===== config.mk =====
export PLATFORM = sky130hd
export DESIGN_NAME = dds_wave_gen
export DESIGN_NICKNAME = d
export VERILOG_FILES = /design/src/rtl/dds_pkg.sv /design/src/rtl/quarter_sine_rom.sv /design/src/rtl/dds_wave_gen.sv
export SDC_FILE = /design/constraint.sdc
export NUM_CORES = 1
export LEC_CHECK = 0
export CELL_PAD_IN_SITES_DETAIL_PLACEMENT = 1
export CELL_PAD_IN_SITES_GLOBAL_PLACEMENT = 2
export CORE_ASPECT_RATIO = 0.5
export CORE_UTILIZATION = 42
export CTS_CLUSTER_SIZE = 20
export DETAILED_ROUTE_END_ITERATION = 12
export PLACE_DENSITY_LB_ADDON = 0.1
export SYNTH_ARGS = -nofsm -noshare
export SYNTH_HDL_FRONTEND = slang
export SYNTH_HIERARCHICAL = 1
export SYNTH_SLANG_ARGS = --single-unit

===== constraint.sdc =====
create_clock -name CLOCK_50 -period 12 [get_ports CLOCK_50]
set_input_delay 3.6 -clock CLOCK_50 [delete_from_list [all_inputs] [get_ports CLOCK_50]]
set_output_delay 3.6 -clock CLOCK_50 [all_outputs]
set_load 0.03 [all_outputs]

===== src/rtl/dds_pkg.sv =====
// ----------------------------------------------------------------------------
// dds_pkg: shared mode encodings, midscale helper and parameter legality check.
// Rev 1.0
// ----------------------------------------------------------------------------
`default_nettype none

package dds_pkg;

   typedef enum logic [1:0] {
      MODE_SINE = 2'd0,
      MODE_TRI  = 2'd1,
      MODE_SAW  = 2'd2,
      MODE_SQR  = 2'd3
   } mode_e;

   function automatic int unsigned midscale(input int unsigned data_w);
      return 32'd1 << (data_w - 1);
   endfunction

   function automatic bit params_ok(input int tick_div, input int phase_w,
                                    input int fw_w, input int addr_w,
                                    input int data_w, input int amp_w);
      return (tick_div >= 4) && (phase_w >= data_w + 1) && (phase_w >= addr_w) &&
             (fw_w >= 1) && (fw_w <= phase_w) && (addr_w >= 3) &&
             (data_w >= 2) && (amp_w >= 1);
   endfunction

endpackage

`default_nettype wire


===== src/rtl/quarter_sine_rom.sv =====
// ----------------------------------------------------------------------------
// quarter_sine_rom: registered quarter-wave sine magnitude table.
// Rev 1.0
// ----------------------------------------------------------------------------
`default_nettype none

module quarter_sine_rom #(
   parameter int ADDR_W = 10,
   parameter int DATA_W = 10
) (
   input  logic              clk_i,
   input  logic [ADDR_W-3:0] addr_i,
   output logic [DATA_W-2:0] mag_o
);

   localparam int  c_depth   = 2 ** (ADDR_W - 2);
   localparam int  c_peak    = 2 ** (DATA_W - 1) - 1;
   localparam real c_half_pi = 1.5707963267948966;

   // Half-step sample offset keeps the table monotone with no repeated peak.
   function automatic logic [DATA_W-2:0] mag_at(input int idx);
      real ang;
      ang = c_half_pi * (real'(idx) + 0.5) / real'(c_depth);
      return (DATA_W-1)'($rtoi(real'(c_peak) * $sin(ang) + 0.5));
   endfunction

   logic [DATA_W-2:0] w_table [c_depth];
   logic [DATA_W-2:0] mag_q;

   for (genvar gi = 0; gi < c_depth; gi++) begin : g_rom
      assign w_table[gi] = mag_at(gi);
   end

   always_ff @(posedge clk_i) begin
      mag_q <= w_table[addr_i];
   end

   assign mag_o = mag_q;

endmodule

`default_nettype wire


===== src/rtl/dds_wave_gen.sv =====
// ----------------------------------------------------------------------------
// dds_wave_gen: tick-driven DDS source (sine/triangle/saw/square) with gain.
// Rev 1.0
// ----------------------------------------------------------------------------
`default_nettype none

module dds_wave_gen
   import dds_pkg::*;
#(
   parameter int TICK_DIV = 5000,
   parameter int PHASE_W  = 16,
   parameter int FW_W     = 10,
   parameter int ADDR_W   = 10,
   parameter int DATA_W   = 10,
   parameter int AMP_W    = 8
) (
   input  logic              CLOCK_50,
   input  logic              RESET_N,
   input  logic              en,
   input  logic              phase_clr,
   input  logic [FW_W-1:0]   freq_word,
   input  logic [1:0]        mode,
   input  logic [AMP_W-1:0]  amp,
   output logic              tick_out,
   output logic [DATA_W-1:0] data_out,
   output logic              data_valid
);

   localparam int                  c_div_w    = $clog2(TICK_DIV);
   localparam logic [c_div_w-1:0]  c_div_last = c_div_w'(TICK_DIV - 1);
   localparam logic [DATA_W-1:0]   c_mid      = DATA_W'(midscale(DATA_W));
   localparam int                  c_prod_w   = DATA_W + AMP_W + 2;

   if (!params_ok(TICK_DIV, PHASE_W, FW_W, ADDR_W, DATA_W, AMP_W)) begin : g_bad_params
      $error("dds_wave_gen: illegal parameter combination");
   end

   logic [c_div_w-1:0]  div_q, div_d;
   logic [PHASE_W-1:0]  phase_q, phase_d;
   mode_e               mode_q;
   logic [AMP_W-1:0]    amp_q;
   logic                v1_q, v2_q, valid_q;
   logic [DATA_W:0]     top_q;
   logic [DATA_W-1:0]   data_q, data_d;

   logic                w_tick;
   logic [ADDR_W-3:0]   w_addr;
   logic [ADDR_W-3:0]   w_rom_addr;
   logic [DATA_W-2:0]   w_mag;
   logic [DATA_W-1:0]   w_raw;
   logic signed [DATA_W-1:0]   w_s;
   logic [AMP_W:0]             w_gain;
   logic signed [c_prod_w-1:0] w_prod;
   logic [DATA_W-1:0]          w_scaled;

   always_comb begin
      w_tick = en && (div_q == c_div_last);
      if (!en || w_tick) div_d = '0;
      else               div_d = div_q + c_div_w'(1);

      if (phase_clr)   phase_d = '0;
      else if (w_tick) phase_d = phase_q + PHASE_W'(freq_word);
      else             phase_d = phase_q;
   end

   // Odd quadrants walk the quarter table backwards.
   assign w_addr     = phase_q[PHASE_W-3 -: ADDR_W-2];
   assign w_rom_addr = phase_q[PHASE_W-2] ? ~w_addr : w_addr;

   quarter_sine_rom #(
      .ADDR_W (ADDR_W),
      .DATA_W (DATA_W)
   ) u_rom (
      .clk_i  (CLOCK_50),
      .addr_i (w_rom_addr),
      .mag_o  (w_mag)
   );

   always_comb begin
      w_raw = '0;
      case (mode_q)
         MODE_SINE: w_raw = top_q[DATA_W] ? {1'b0, ~w_mag} : {1'b1, w_mag};
         MODE_TRI:  w_raw = top_q[DATA_W] ? ~top_q[DATA_W-1:0] : top_q[DATA_W-1:0];
         MODE_SAW:  w_raw = top_q[DATA_W:1];
         MODE_SQR:  w_raw = top_q[DATA_W] ? '0 : '1;
         default:   w_raw = c_mid;
      endcase
   end

   // Offset-binary <-> two's complement is a flip of the MSB.
   assign w_s      = {~w_raw[DATA_W-1], w_raw[DATA_W-2:0]};
   assign w_gain   = {1'b0, amp_q} + (AMP_W+1)'(1);
   assign w_prod   = c_prod_w'(w_s) * $signed(c_prod_w'({1'b0, w_gain}));
   assign w_scaled = DATA_W'(w_prod >>> AMP_W);
   assign data_d   = {~w_scaled[DATA_W-1], w_scaled[DATA_W-2:0]};

   always_ff @(posedge CLOCK_50 or negedge RESET_N) begin
      if (!RESET_N) begin
         div_q   <= '0;
         phase_q <= '0;
         mode_q  <= MODE_SINE;
         amp_q   <= '0;
         v1_q    <= 1'b0;
         v2_q    <= 1'b0;
         valid_q <= 1'b0;
         top_q   <= '0;
         data_q  <= c_mid;
      end else begin
         div_q   <= div_d;
         phase_q <= phase_d;
         v1_q    <= w_tick;
         v2_q    <= v1_q;
         valid_q <= v2_q;
         if (w_tick) begin
            mode_q <= mode_e'(mode);
            amp_q  <= amp;
         end
         if (v1_q) top_q  <= phase_q[PHASE_W-1 -: DATA_W+1];
         if (v2_q) data_q <= data_d;
      end
   end

   assign tick_out   = w_tick;
   assign data_out   = data_q;
   assign data_valid = valid_q;

endmodule

`default_nettype wire


* Yosys cells after proc, flatten, opt, wreduce, memory -nomap -nowiden
Memory sizes are Yosys's and may differ from the RTL's. A register that Yosys moved wholly into a read port is not among the register bits.
Index checks and enable logic that the tools add are counted.
Widths: inputs -> output; s select.
** Storage, ports and cells
- Output and inout port bits :: 12
- Register bits after elaboration :: 63
- Input port bits :: 24
- Word-level logic and storage cells :: 37
- Memories kept :: 1
- Memory bits (read-only) :: 2304
** Cells by class
- Multiply operators :: 1
- Muxes and demuxes :: 8
- Add/sub/neg operators :: 3
- Equality and inequality tests :: 4
- Bitwise logic cells :: 6
- Reductions and logical operators :: 5
** Memory list
- (name not given) :: depth 256, width 9, rd ports 1, clocked after Yosys merged registers in 1, wr ports 0, RTL line quarter_sine_rom.sv:35 : mag_q <= w_table[addr_i];
** Operators with widths (number)
- $pmux 10 s4 :: 1
- $mux 16 :: 2
- $mux 10 :: 3
- $mul 10x10->18 :: 1
- $add 16x10->16 :: 1
- $add 13x1->13 const B :: 1
- $eq 13x13->1 const B :: 1
- $mux 13 :: 1
- $not 10->10 :: 1
- $add 8x1->9 const B :: 1
- $not 8->9 :: 1
- $not 9->9 :: 1
- $mux 8 :: 1
- $not 8->8 :: 1
- $eq 2x2->1 const B :: 2
- $eq 2x1->1 const B :: 1
- $logic_not 2->1 :: 1
- $not 1->1 :: 2
- $reduce_bool 2->1 :: 1
- $logic_and 1x1->1 :: 1
- $logic_not 1->1 :: 1
- $logic_or 1x1->1 :: 1

* Longest topological paths before layout
Gate-level depths: netlist of run 1.
- Depth in word-level cells :: 6
- Gate-level depth with buffers :: 27
- Depth with buffers taken out :: 24

* Cells and area by module
The synthesis of run 1 kept the hierarchy.
** Modules (own cells, without submodules)
- dds_wave_gen :: seq. area each 1577.8 µm², cells an instance 752, area each 6860.3 µm², times used 1
- quarter_sine_rom :: seq. area each 180.2 µm², cells an instance 356, area each 2533.7 µm², times used 1

* Worst setup path before layout of run 1
No wires, ideal clock.
- Path type :: input port to output port
- Start point :: input en
- End point :: output tick_out
- Slack :: 4320 ps
- Data required time :: 8400 ps
- Cell stages on the path :: 2
- Buffers on the path :: 1
- Arrival time :: 4080 ps
- Path through :: and2_1 clkbuf_1
** Between the ends
- Longest elaborated chain between the ends :: 1
** RTL lines
- start: declaration :: RTL line dds_wave_gen.sv:19 : input logic en,
- $logic_and 1x1->1 :: RTL line dds_wave_gen.sv:57 : w_tick = en && (div_q == c_div_last);
- end: declaration :: RTL line dds_wave_gen.sv:24 : output logic tick_out,
Every way passes these cells.

* Worst setup path in the final report of run 1
Same ends and word-level chain as after synthesis.

==> out/qor.csv, run 1 <==
metric;value;unit
finalNetCount;1262;
critPathRequiredTime;8.40;ns
fmax;115;MHz
grt_setup_unrepaired;false;
regArea;1760;um^2
drt_wl_total;27400;um
yosys.area.top_type;dfrtp_1;
critical_path_class;input port to output port;
hold_path_class;register to register;
internal_power;457;uW
n_antenna_cell;0;
grt_pass1_vias;8445;
route.detailed.wl_per_inst;19.5;um
finalCritPeriodShare;72.7;%
grt_max_degree;90;
ir_drop;0.0649;mV
hp-start;div_q[0];
start_util;43.1;%
ctsHtreeMaxLevel;3;
ys_warn_count;6;
setup_viol;0;
placed_area;9910;um^2
dieArea;23000;um^2
clkLatencyLatePin;0.35;ns
syn_area;9390;um^2
dp_hpwl;20300;um
yosysMostFrequentCell;inv_1;
fill_cells;2593;
stdcell_area;10300;um^2
synth_top_area_share;16.5;%
ctsLongestPathBuffers;2;
cts_setup_buffers;0;
worstMarginPinSlew;1.12;ns
synth_area_leaders;dfrtp_1 (17%), fa_1 (16%), ha_1 (8.5%);
r2r_end;data_out[7];
slew_headroom;25.3;%
cts-buffers-inserted;9;
viasPerCell;5.72;
combinationalPowerShare;3.5;%
cts_sinks;72;
place.gp.congestion;0.881;
pre_cts_ws;3.27;ns
r2r_slack;4.90;ns
avgSynthCellArea;8.48;um^2
cts_root_buffer;clkbuf_16;
multiInputGateArea;6880;um^2
row_count;38;
start_kind;input port;
final_max_slew_viol_count;0;
hold_end;div_q[0];
syn_to_final_growth;9.19;%
outcome;complete, no violations;
cts_tree;done;
period_needed;8.72;ns
grt-ovfl-total;0;
num_vias;8049;
firstDrtPassIters;5;
p_sw;127;uW
synth_edf_count;0;
cp_max_fo;6;
p_per_area;56.9;nW/um^2
antenna_found_initial;0;
regToRegStartpoint;mode_q[0];
synth_commonest_cells;inv_1 (115), nand2_1 (111), nor2_1 (106), fa_1 (73), ha_1 (64);
syn_inst;1108;
cts_resized;0;
setup_ws;3.28;ns
die_w;214;um
antenna_left;0;
setup-tns-final;0;ns
core_area;21800;um^2
worstPathArrival;5.12;ns
swShare;21.8;%
clk_transition_reported_paths;0.06;ns
ys_seq_area_share;18.7;%
drt_iter0_markers;473;
grt_pass1_wl;45400;um
ys_ff_latch;72;
synth_ff_type;dfrtp_1;
drc;0;
floorplan.io_pins;36;
r2r_cells;22;
die_y;108;um
seqPwrFrac;41.8;%
track_usage;25.1;%
p_leak;4.68;nW
portBuffers;35;
async_reset_ff_share;87.5;%
power_frac_clock;54.7;%
ys_types;89;
synth_fp_nets;1269;
end_kind;output port;
final_hold_viol_count;0;
whs_path_depth;1;
finalClockSkew;0.00949;ns
drive_gt1_share;8.23;%
cts-hold-fix-buffers;0;
totalPowerFinal;584;uW
cap_violations;0;
## kinds of logic after synthesis
logic type | after synthesis | share of synthesized area, %
buffers and inverters | 186 | 8.66
DFF | 72 | 18.7
xor gates and xnor gates | 55 | 5.21
AOI/OAI and AO/OA | 254 | 19.0
muxes | 46 | 5.85
and+or+nand+nor | 358 | 18.5
adders and majority gates | 137 | 24.1
## flip-flops by register name, indices dropped and copies added (netlist names)
register and cells:
data_out 10, div_q 13, v2_q 1, u_rom/mag_o 9, top_q 11, amp_q 8, phase_q 16, mode_q 2
v1_q 1, data_valid 1
## stage by stage
stage / hold WS [ns] / utilization [%] / std cells
final: 0.474 / 47.1 / 1406
after global routing: 0.490 / 47.1 / 1406
after CTS: 0.476 / 47.1 / 1406
after detailed placement: 0.466 / 45.5 / 1390
after global placement: 0.449 / 45.5 / 1390
after floorplan: 0.380 / - / 1108
## worst max-delay path, cell delays in order
cell	delay, ns
clkdlybuf4s50_1	0.55
and2_1	0.27
clkdlybuf4s50_1	0.71
## routing by layer
layer / up-vias / track usage [%] / wire (um) / part of all wire [%]
met5: - / 0 / 0 / 0
met2: 111 / 43.8 / 13700 / 50
met3: 24 / 3.33 / 725 / 2.6
li1: 3802 / - / - / -
met1: 4112 / 33.2 / 12800 / 47
met4: 0 / 5.10 / 259 / 0.94
## how the worst max path moves through the flow
stage	startpoint	end	depth (start not counted)
after floorplan	en	tick_out	2
after global placement	en	tick_out	3
after detailed placement	en	tick_out	3
after CTS	en	tick_out	3
after global routing	en	tick_out	3
final	en	tick_out	3
## power by group through the flow
stage	Combinational (mW)	Clock (mW)	Sequential, mW
after global routing	0.0232	0.337	0.244
final	0.0206	0.319	0.244
after global placement	0.0207	0	0.248
after floorplan	0.00641	0	0.248
after detailed placement	0.0213	0	0.248
after CTS	0.0214	0.328	0.244
## layout by cell type, fill, tap and decap left out, drive strengths merged, types with 16 or more instances in the layout
cell type / instances
a21oi: 58
buf: 16
clkdlybuf4s50: 34
dfrtp: 62
fa: 73
ha: 64
inv: 117
mux2: 21
mux2i: 20
nand2: 112
nand2b: 16
nor2: 108
nor2b: 25
o21ai: 50
xnor2: 25
xor2: 30
## layout make-up
type	count	share of cell area (%)
Timing Repair Buffer	50	4.46
Clock buffer	10	2.23
Inverter	118	4.32
Tap cell	300	3.66
Clock inverter	6	1.12
Sequential cell	72	17.1
Multi-Input combinational cell	850	67.1
Note: power is estimated with default switching activity, not from simulation.
==> run 2, diff against run 1 <==
Settings changed: CORE_UTILIZATION 42 to 39.
Clock period 12 ns to 8.8 ns, I/O delays scaled along.
==> out/qor.csv, run 2 (synthesis results as in run 1) <==
metric;value;unit
reg.largest.list;phase_q (16), div_q (13), top_q (11);
r2r_slack;1.71;ns
critical_path_class;register to register;
layoutNonFillerInstCount;1409;
end_kind;register;
regArea;1760;um^2
place_inst;1393;
row_count;39;
drt_iter0_markers;455;
die_y;112;um
final_max_slew_viol_count;0;
ctsLongestPathBuffers;2;
cts_sinks;72;
multiInputGateArea;6880;um^2
track_usage;23.1;%
period_needed;7.09;ns
fill_cells;2733;
use_met3;2.74;%
setup_ws;1.71;ns
floorplan.io_pins;36;
num_vias;7919;
slowest_stage;dfrtp_1;
route.detailed.wl_per_inst;19.3;um
core_area;23200;um^2
cts_tree;done;
n_antenna_cell;0;
path_buf_inv;4;
grt-ovfl-total;0;
cap_violations;0;
drive_gt1_share;7.89;%
firstDrtPassIters;4;
slew_headroom;25.5;%
dp_hpwl;20700;um
gr-usage-met2;38.5;%
stdcell_area;10200;um^2
hold_path_class;register to register;
start_kind;register;
largest_reg_flops;16;
syn_to_final_growth;8.43;%
setup_viol;0;
place.gp.congestion;0.849;
ir_drop;0.0680;mV
pre_cts_ws;1.74;ns
die_w;221;um
cp_top_family;adder cells;
finalCritPeriodShare;80.5;%
p_leak;4.64;nW
grt_setup_unrepaired;false;
antenna_found_initial;1;
largest-register;phase_q;
cts_root_buffer;clkbuf_16;
start_util;40.4;%
placed_area;9890;um^2
portBuffers;35;
grt_pass1_wl;45700;um
grt_pass1_vias;8441;
worstPathArrival;7.31;ns
cts_resized;0;
cts-hold-fix-buffers;0;
worstMarginPinSlew;1.12;ns
cts-buffers-inserted;9;
grt_max_degree;77;
drc;0;
p_per_area;70.7;nW/um^2
ctsHtreeMaxLevel;3;
antenna_left;0;
grt_use_met1;32.1;%
busiest_layer;met2;
viasPerCell;5.62;
mostFrequentLayoutCells;inv_1 (115), nand2_1 (111), nor2_1 (106);
drt_wl_total;27100;um
finalNetCount;1258;
cpPeakStageDelay;0.91;ns
setup-tns-final;0;ns
clkLatencyLatePin;0.34;ns
dieArea;24700;um^2
final_hold_viol_count;0;
outcome;complete, no violations;
cp_max_fo;25;
final_common_cell;inv_1;
cts_setup_buffers;0;
finalClockSkew;0.00672;ns
path_cells;nor2b_1 -> a211oi_1 -> inv_1 -> nand2_1 -> fa_1 -> inv_1 -> fa_1 -> ha_1 -> fa_1 -> inv_1 -> fa_1 -> inv_1 -> ha_1 -> and3_1 -> a221o_1 -> or3_1 -> or2_4 -> a31oi_4 -> o21ai_0 -> a221o_1;
clk_transition_reported_paths;0.06;ns
critPathRequiredTime;9.02;ns
fmax;141;MHz
==> run 2: cell types whose count changed in the layout (fill, tap and decap cells not counted), sizes merged <==
cell | before | now
buf | 16 | 12
bufinv | 3 | 0
clkbuf | 10 | 13
clkinv | 3 | 2
clkinvlp | 1 | 2
==> run 2: per-stage QoR <==
step	power [mW]	utilization, %	hold slack (ns)
after floorplan	0.347	-	0.380
after global placement	0.367	42.6	0.447
after detailed placement	0.368	42.6	0.469
after CTS	0.732	43.9	0.482
after global routing	0.748	43.9	0.519
final	0.720	43.9	0.473
==> run 2: cell type report <==
class                      instances  area share (%)
multi-input combinational        850            67.5
sequential                        72            17.3
inverter                         118            4.35
timing repair buffer              46            4.20
tap                              307            3.77
clock buffer                      13            2.65
clock inverter                     3           0.233
==> run 2: final timing paths <==
check,start,end,cells past startpoint
max in group asynchronous,RESET_N,top_q[8],2
min reg2reg,div_q[0],div_q[0],1
max reg2reg,mode_q[0],data_out[7],20
max,mode_q[0],data_out[7],20
min in group asynchronous,RESET_N,data_out[0],2
min,div_q[0],div_q[0],1
==> run 2: metal layers <==
layer	vias to the layer above	routed length, um
li1	3786	-
met5	-	12
met4	2	335
met3	28	627
met2	97	12600
met1	4006	13500
==> run 2: worst register-to-register path, stage by stage (launching register included) <==
cell and delay, ns:
dfrtp_1 0.91, nor2b_1 0.39, a211oi_1 0.84, inv_1 0.19, nand2_1 0.14, fa_1 0.41, inv_1 0.08, fa_1 0.42
ha_1 0.33, fa_1 0.53, inv_1 0.05, fa_1 0.52, inv_1 0.05, ha_1 0.30, and3_1 0.16, a221o_1 0.32
or3_1 0.33, or2_4 0.29, a31oi_4 0.27, o21ai_0 0.12, a221o_1 0.29
==> run 2: power by group <==
group          switching, mW  internal (mW)
logic                 0.0150         0.0129
clock network          0.144          0.215
registers            0.00104          0.332
==> run 3, diff against run 2 <==
Clock period 8.8 ns to 7.2 ns, I/O delays scaled along.
==> out/qor.csv, run 3 (synthesis results as in run 1) <==
metric;value;unit
r2r_end;data_out[7];
dp_hpwl;20900;um
row_count;39;
ir_drop;0.0646;mV
whs_path_depth;1;
start_kind;register;
cts_resized;0;
drive_gt1_share;9.29;%
end_kind;register;
finalClockSkew;0.00915;ns
grt_pass1_wl;45500;um
r2r_cells;22;
grt_max_degree;77;
start_util;40.4;%
num_vias;7930;
die_w;221;um
route.detailed.wl_per_inst;19.2;um
portBuffers;35;
largest-register;phase_q;
antenna_left;0;
cp_max_fo;11;
fmax;156;MHz
cts_tree;done;
grt_pass1_vias;8314;
hold_path_class;register to register;
period_needed;6.40;ns
drc;0;
die_y;112;um
cts-buffers-inserted;9;
drt_iter0_markers;441;
finalCritPeriodShare;88.8;%
final_common_cell;inv_1;
cts_setup_buffers;0;
n_antenna_cell;0;
outcome;complete, no violations;
largest_reg_flops;16;
worstPathArrival;6.63;ns
reg.largest.list;phase_q (16), div_q (13), top_q (11);
grt-ovfl-total;0;
clk_transition_reported_paths;0.07;ns
totalPowerFinal;882;uW
antenna_found_initial;0;
slew_headroom;39.2;%
hp-start;div_q[0];
setup_viol;0;
final_hold_viol_count;0;
worstMarginPinSlew;0.912;ns
ctsHtreeMaxLevel;3;
core_area;23200;um^2
drt_wl_total;27300;um
mostFrequentLayoutCells;inv_1 (115), nand2_1 (111), nor2_1 (106);
regToRegStartpoint;mode_q[0];
floorplan.io_pins;36;
cts-hold-fix-buffers;0;
hold_end;div_q[0];
critical_path_class;register to register;
setup-tns-final;0;ns
p_leak;4.72;nW
cap_violations;0;
cts_root_buffer;clkbuf_16;
firstDrtPassIters;5;
track_usage;23.0;%
viasPerCell;5.56;
critPathRequiredTime;7.44;ns
ctsLongestPathBuffers;2;
p_per_area;85.6;nW/um^2
clkLatencyLatePin;0.35;ns
place.gp.congestion;0.854;
grt_setup_unrepaired;false;
dieArea;24700;um^2
syn_to_final_growth;9.71;%
cts_sinks;72;
final_max_slew_viol_count;0;
r2r_slack;0.80;ns
finalNetCount;1275;
==> run 3: final cells by class <==
class | instances | area, um^2
clock inverters | 4 | 30.0
clock buffers | 12 | 256
well taps | 307 | 384
inverters | 118 | 443
fillers | 2745 | 12900
flip-flops and latches | 72 | 1760
repair buffers | 63 | 556
multi-input cells | 850 | 6880
==> run 3: worst max path at each step <==
| stage | startpoint | to | depth (start not counted) |
|---|---|---|---|
| final | mode_q[0] | data_out[7] | 22 |
| after global routing | mode_q[0] | data_out[7] | 22 |
| after CTS | mode_q[0] | data_out[7] | 22 |
| after detailed placement | mode_q[0] | data_out[7] | 19 |
| after global placement | mode_q[0] | data_out[7] | 19 |
| after floorplan | mode_q[0] | data_out[7] | 24 |
==> run 3: worst max-delay path: stages (launching register included) <==
cell	delay, ns
dfrtp_1	0.45
nor2b_1	0.58
o21a_1	0.21
a211oi_1	0.04
buf_4	0.20
inv_1	0.09
nand2_1	0.07
fa_1	0.49
inv_1	0.05
fa_1	0.45
ha_1	0.33
fa_1	0.55
inv_1	0.06
fa_1	0.53
inv_1	0.04
ha_1	0.30
and3_1	0.17
a221o_1	0.33
or3_1	0.34
or2_4	0.29
a31oi_4	0.28
o21ai_0	0.12
a221o_1	0.30
==> run 3: where the power goes <==
part	internal [mW]	switching, mW
clock	0.253	0.188
combinational	0.0158	0.0183
sequential	0.405	0.00127
total	0.674	0.208
==> run 3: metrics by stage <==
| stage | instance area [um^2] | hold WS, ns | setup WS [ns] | util (%) | std cells |
|---|---|---|---|---|---|
| floorplan | 9390 | 0.380 | 1.04 | - | 1108 |
| finish | 10300 | 0.465 | 0.805 | 44.4 | 1426 |
| global route | 10300 | 0.507 | 0.435 | 44.4 | 1426 |
| detailed placement | 10000 | 0.458 | 0.793 | 43.1 | 1410 |
| CTS | 10300 | 0.466 | 0.797 | 44.4 | 1426 |
| global placement | 10000 | 0.452 | 0.936 | 43.1 | 1410 |
==> run 3: routing by layer <==
| metal | routed length, um | global-route usage, % | up-vias | share of wire, % |
|---|---|---|---|---|
| li1 | - | - | 3824 | - |
| met1 | 13400 | 31.8 | 3964 | 49 |
| met2 | 12900 | 39.3 | 123 | 47 |
| met3 | 758 | 2.38 | 19 | 2.8 |
| met4 | 231 | 4.44 | 0 | 0.85 |
| met5 | 0 | 0 | - | 0 |
